## config.mk

```make
export PLATFORM = sky130hd
export DESIGN_NAME = oh_pipebuf
export DESIGN_NICKNAME = d
export VERILOG_FILES = /design/src/rtl/oh_pipebuf.sv
export SDC_FILE = /design/constraint.sdc
export NUM_CORES = 1
export LEC_CHECK = 0
export ABC_AREA = 1
export BUFFER_PORTS_ARGS = -buffer_cell sky130_fd_sc_hd__buf_2
export CAP_MARGIN = 15
export CORE_AREA = 2 2 39 41
export CTS_CLUSTER_DIAMETER = 30
export DETAILED_ROUTE_END_ITERATION = 6
export DIE_AREA = 0 0 41 43
export GPL_TIMING_DRIVEN = 0
export MAX_ROUTING_LAYER = met4
export SYNTH_ARGS = -nofsm -noshare
export SYNTH_HDL_FRONTEND = slang
export SYNTH_SLANG_ARGS = --single-unit
```

## constraint.sdc

```tcl
create_clock -name clk -period 1.4 [get_ports clk]
set_input_delay 0.28 -clock clk [delete_from_list [all_inputs] [get_ports clk]]
set_output_delay 0.28 -clock clk [all_outputs]
set_load 0.05 [all_outputs]
```

## src/rtl/oh_pipebuf.sv

```systemverilog
// ---------------------------------------------------------------------------
// oh_pipebuf -- elastic pipeline buffer (valid/ready FIFO of DEPTH words)
//
// Purpose:
//   Carries an N-bit word across a valid/ready boundary with up to DEPTH
//   words of storage. in_ready comes from registered state only, so there is
//   no combinational path from out_ready back to in_ready. The first word
//   reaches the output one cycle after it is pushed; nothing passes straight
//   through in the same cycle.
//
// Handshake:
//   A word moves on a rising clk edge when valid and ready are both high
//   (push = in_valid & in_ready, pop = out_valid & out_ready). While
//   out_valid=1 and out_ready=0, out and out_valid hold steady. The buffer
//   samples in only on a push.
//
// Ports:
//   clk        in   1      clock, rising edge
//   reset      in   1      synchronous, active-high
//   in_valid   in   1      upstream word valid
//   in_ready   out  1      buffer can take a word (occupancy < DEPTH)
//   in         in   N      upstream data
//   out_valid  out  1      buffer presents a word (occupancy > 0)
//   out_ready  in   1      downstream takes the word
//   out        out  N      downstream data, 0 while empty
//   count      out  AW     occupancy 0..DEPTH when OH_PIPEBUF_COUNT_EN is
//                          defined, otherwise tied to 0
//
// Build option:
//   OH_PIPEBUF_COUNT_EN -- keeps a full occupancy counter and drives it on
//   count. Without it, only the full/empty flags are kept. The handshake
//   behaves the same in both builds.
// ---------------------------------------------------------------------------
module oh_pipebuf #(
  parameter  int N     = 1,
  parameter  int DEPTH = 2,
  localparam int AW    = $clog2(DEPTH + 1)
) (
  input  logic          clk,
  input  logic          reset,
  input  logic          in_valid,
  output logic          in_ready,
  input  logic [N-1:0]  in,
  output logic          out_valid,
  input  logic          out_ready,
  output logic [N-1:0]  out,
  output logic [AW-1:0] count
);

  // At least one pointer bit, so the DEPTH=1 case still has a legal vector.
  localparam int PW = (DEPTH > 1) ? $clog2(DEPTH) : 1;

  logic [N-1:0]  mem_q [DEPTH];
  logic [PW-1:0] wr_q, wr_d;
  logic [PW-1:0] rd_q, rd_d;
  logic          full_q, full_d;
  logic          empty_q, empty_d;
  logic          push, pop;

  // Pointers wrap explicitly at DEPTH-1, so a non-power-of-two DEPTH works.
  function automatic logic [PW-1:0] ptr_inc(input logic [PW-1:0] p);
    if (p == PW'(DEPTH - 1)) begin
      return '0;
    end
    return p + PW'(1);
  endfunction

  assign in_ready  = ~full_q;
  assign out_valid = ~empty_q;
  assign push      = in_valid & ~full_q;
  assign pop       = ~empty_q & out_ready;

  // Show 0 while empty, so the stale array contents never reach out.
  assign out = empty_q ? '0 : mem_q[rd_q];

  always_comb begin
    wr_d    = wr_q;
    rd_d    = rd_q;
    full_d  = full_q;
    empty_d = empty_q;
    if (push) begin
      wr_d = ptr_inc(wr_q);
    end
    if (pop) begin
      rd_d = ptr_inc(rd_q);
    end
    // A push and a pop in the same cycle leave occupancy unchanged. Only a
    // lone push can fill the buffer and only a lone pop can empty it.
    if (push && !pop) begin
      full_d  = (ptr_inc(wr_q) == rd_q);
      empty_d = 1'b0;
    end else if (pop && !push) begin
      full_d  = 1'b0;
      empty_d = (ptr_inc(rd_q) == wr_q);
    end
  end

  always_ff @(posedge clk) begin
    if (reset) begin
      wr_q    <= '0;
      rd_q    <= '0;
      full_q  <= 1'b0;
      empty_q <= 1'b1;
    end else begin
      wr_q    <= wr_d;
      rd_q    <= rd_d;
      full_q  <= full_d;
      empty_q <= empty_d;
    end
  end

  // The data array has no reset. Its contents are only visible through a
  // valid read pointer. A push in the reset cycle is dropped.
  always_ff @(posedge clk) begin
    if (push && !reset) begin
      mem_q[wr_q] <= in;
    end
  end

`ifdef OH_PIPEBUF_COUNT_EN
  logic [AW-1:0] cnt_q, cnt_d;

  always_comb begin
    cnt_d = cnt_q;
    if (push && !pop) begin
      cnt_d = cnt_q + AW'(1);
    end else if (pop && !push) begin
      cnt_d = cnt_q - AW'(1);
    end
  end

  always_ff @(posedge clk) begin
    if (reset) begin
      cnt_q <= '0;
    end else begin
      cnt_q <= cnt_d;
    end
  end

  assign count = cnt_q;
`else
  assign count = '0;
`endif

endmodule

```

Word-level counts from Yosys, hierarchy flattened
Memories as Yosys holds them, arrays and structs flattened. A register that Yosys moved wholly into a read port is not among the register bits.
Cells that the tools add are included.
{"block": "op_classes", "n_bitwise": 4, "n_addsub": 2, "muxes": 25, "n_reduce_logical": 7, "eq_ne": 2}
{"op": "2-to-1 mux 1 bit", "count": 25}
{"op": "logical AND 1 bit", "count": 3}
{"op": "logical NOT 1 bit", "count": 3}
{"op": "adder 1 bit (second input constant)", "count": 2}
{"op": "AND 1 bit", "count": 2}
{"op": "equality test 1 bit", "count": 2}
{"op": "NOT 1 bit", "count": 2}
{"op": "nonzero test 2 bit", "count": 1}
{"block": "totals", "elab_cells": 45, "mem_count": 1, "ff_bits": 4, "output_inout_bits": 5, "ramBits": 2, "input_bits": 5}
{"name": "mem_q", "depth": 2, "width": 1, "rd": 1, "rd_ports_with_merged_regs": 1, "wr": 1, "line_no": "53", "source": "logic [N-1:0] mem_q [DEPTH];"}

Logic depth before layout (Yosys ltp)
{"block": "logic_depth", "depth_word": 12, "mapped_depth": 7, "depth_no_buf": 7}

Worst setup path after synthesis
OpenSTA, ideal clock, no wires.
{"block": "synth_timing", "path_type": "register to output", "startpoint": "register empty_q", "endpoint": "output port out", "required_time_ns": 1.120, "path_stages_with_launch": 4, "arrival_time_ns": 1.423, "path_buffers": 0, "setup_slack_ns": -0.303, "path_cell_list": "dfxtp_1 inv_2 o21ai_0 a21oi_1"}
{"block": "synth_between", "elab_chain_len": 1}
{"item": "start, declared", "line_no": "57", "source": "logic empty_q, empty_d;"}
{"item": "start signal, assigned", "line_no": "108", "source": "empty_q <= empty_d;"}
{"item": "2-to-1 mux 1 bit", "line_no": "74", "source": "assign out = empty_q ? '0 : mem_q[rd_q];"}
{"item": "end, declared", "line_no": "46", "source": "output logic [N-1:0] out,"}
No other way between the ends.

Final worst setup path
Same ends and word-level chain as after synthesis.

==> reports/results.ini <==
[final_layout]
fin_util = 0.320
n_fill_cell = 147
diodes = 0
syn_to_final_growth_pct = 30.1
nets = 59
drive_gt1_frac = 0.462

[global_route]
grt_pass1_vias = 241
track_usage = 0.0765
grt_max_degree = 8
grt_overflow = 0
antenna_found_initial = 0
grt_pass1_wl_um = 876

[power]
switching_share = 0.363
intPower_mw = 0.406
max-vdd-ir-drop_mv = 0.443
power_per_cell_area_nw_per_um2 = 1440
leakage_nw = 0.198
pwr-share-seq = 0.393
pwr-share-comb = 0.322
netSwitchingPower_mw = 0.232
power_mw = 0.637
clock_power_share = 0.285

[synth]
ys_warn_count = 0
yosysUniqueCellTypes = 17
syn_area_per_cell_um2 = 8.51
netlist_area_um2 = 340
synthMuxAreaShare = 0
synth_top_family_by_area = simple AND/OR/NAND/NOR gates
synth_xor_area_frac = 0
synth_compound_area_frac = 0.147
synth_top_cell_area_share = 0.294
yosys.area.top_type = dfxtp_1
synth_seq_cells = 7
synthTopCellsByArea = dfxtp_1, edfxtp_1, nand2_2
synthCells = 40
synth_fa_ha_area_frac = 0.0368
synth-seq-area-share = 0.471
synth-simple-area-share = 0.213

[route]
postRouteAntennaNets = 0
vias = 279
met2_length_um = 265
drcViolationCount = 0
wl_um = 574
wl_met3_um = 22
top_layer = met3
drt_pass1_iterations = 2
m1WireLength_um = 286
drt_iter0_markers = 3
post_drt_wl_per_cell_um = 8.44
routed_via_density = 4.10

[setup_path]
crit_path_end = out
ff2ff_path_depth = 7
worstPathArrival_ps = 1030
worst_r2r_startpoint = full_q$_SDFFE_PP0P_
cp-start-kind = register
rrSetupSlack_ps = 200
path_class = reg2out
rr_endpoint = full_q$_SDFFE_PP0P_
end_kind = primary output
startpoint = empty_q$_SDFFE_PP1P_
critPathMaxFanout = 4
worst-endpoint-required_ps = 1120

[clock_network]
clkSinkCount = 7
clk-insertion-delay-late_ps = 250
max-clock-path-buffers = 2
cts_hold_buf = 0
postCtsSetupRepairBufs = 0
cts_tree = yes
path_clk_slew_ps = 50
cts_made_buffers = 3
cts-htree-levels = 1
cts_root_buf = clkbuf_4

[min_path]
hold_class = in2reg

[placed_design]
place_ws_ps = 197
dpl.hpwl_um = 442
port_buffers = 7
place_congestion = 0.678

[floorplan]
die_h_um = 43
die_x_um = 41
ioPinCount = 10
die_area_um2 = 1760
core_area_um2 = 1380
initial_utilization = 0.246
rows = 14

[sta]
slew_viol_final = 0
post-route-period-util = 0.938
worst_slack_ps = 86.7
setup_viol = 0
fmax_ghz = 0.761
finalCriticalPeriod_ps = 1310
skew_ps = 6.41
final-hold-violation-count = 0
holdWs_ps = 227
fin_tns_setup_ps = 0
rsz0062_at_grt = false

[job]
cap_violations = 0

[outcome]
run_status = complete, no violations

[power groups by stage]
stage / Sequential, mW / Clock, mW / Combinational [mW]
floorplan: 0.251 / 0 / 0.163
global placement: 0.254 / 0 / 0.197
detailed placement: 0.254 / 0 / 0.199
CTS: 0.250 / 0.187 / 0.204
global route: 0.253 / 0.200 / 0.224
finish: 0.250 / 0.182 / 0.205
[worst min-delay path by stage]
stage	from	to	slack (ps)	depth (start not counted)
finish	in	mem_q[0]$_DFFE_PP_	230	1
global route	in	mem_q[0]$_DFFE_PP_	210	1
CTS	in	mem_q[0]$_DFFE_PP_	220	1
detailed placement	in	mem_q[0]$_DFFE_PP_	480	1
global placement	in	mem_q[0]$_DFFE_PP_	470	1
floorplan	reset	wr_q$_SDFFE_PP0P_	340	1
[metal layers]
| layer | up-vias | GRT usage |
|---|---|---|
| li1 | 149 | - |
| met1 | 125 | 0.101 |
| met2 | 5 | 0.0969 |
| met3 | 0 | 0.0157 |
| met4 | 0 | 0.0600 |
| met5 | - | - |
[worst max-delay path, cell delays in order, from the launching register on]
cell and delay (ps):
dfxtp_1 320, inv_2 80, o21ai_1 100, a21oi_4 120
buf_6 170
[cells in the final DEF (no fill, tap or decap)]
cell type,synthesis,layout
inv_1,3,3
dfxtp_1,5,5
o21ai_1,0,1
nor3_1,1,1
nand2_1,4,4
nand2_2,4,4
clkbuf_4,0,3
nor2_1,2,2
buf_6,0,1
ha_1,1,1
inv_2,4,4
a21oi_1,4,3
conb_1,1,2
a21oi_4,0,1
buf_4,2,2
clkbuf_1,0,1
o21bai_1,1,1
edfxtp_1,2,2
nand3_2,1,1
nand3_1,2,2
buf_2,0,6
a21oi_2,2,2
[synth_stat cells]
cell,n
ha_1,1
edfxtp_1,2
inv_2,4
conb_1,1
nand3_1,2
a21oi_1,4
inv_1,3
buf_4,2
dfxtp_1,5
o21bai_1,1
nand3_2,1
o21ai_0,1
nand2_2,4
a21oi_2,2
nor2_1,2
nor3_1,1
nand2_1,4
[stage by stage]
| step | cell area [µm²] | instances |
|---|---|---|
| 2_1_floorplan | 355 | 41 |
| 3_3_place_gp | 410 | 64 |
| 3_5_place_dp | 410 | 64 |
| 4_1_cts | 439 | 68 |
| 5_1_grt | 443 | 68 |
| 6_report | 443 | 68 |
[final cells by class]
class | instances | area (µm²) | area share
Tap cell | 16 | 20.0 | 0.0452
Timing Repair Buffer | 7 | 41.3 | 0.0932
Sequential cell | 7 | 160 | 0.362
Buffer | 2 | 15.0 | 0.0339
Clock buffer | 4 | 26.3 | 0.0593
Inverter | 7 | 26.3 | 0.0593
Multi-Input combinational cell | 25 | 154 | 0.347
[what timing repair did]
action,4_1_cts,5_1_grt
endpoints found under the setup margin,1,1
resized for setup,2,1
pin swaps,0,0
endpoints found under the hold margin,0,0
[logic make-up after synthesis]
kind of cell,count (synthesis)
AO/OA/AOI/OAI,8
AND/OR/NAND/NOR,14
adder cells (fa/ha/maj),1
other,1
buffers and inverters,9
flip-flops,7
No activity file was read; power rests on OpenSTA's default activity.
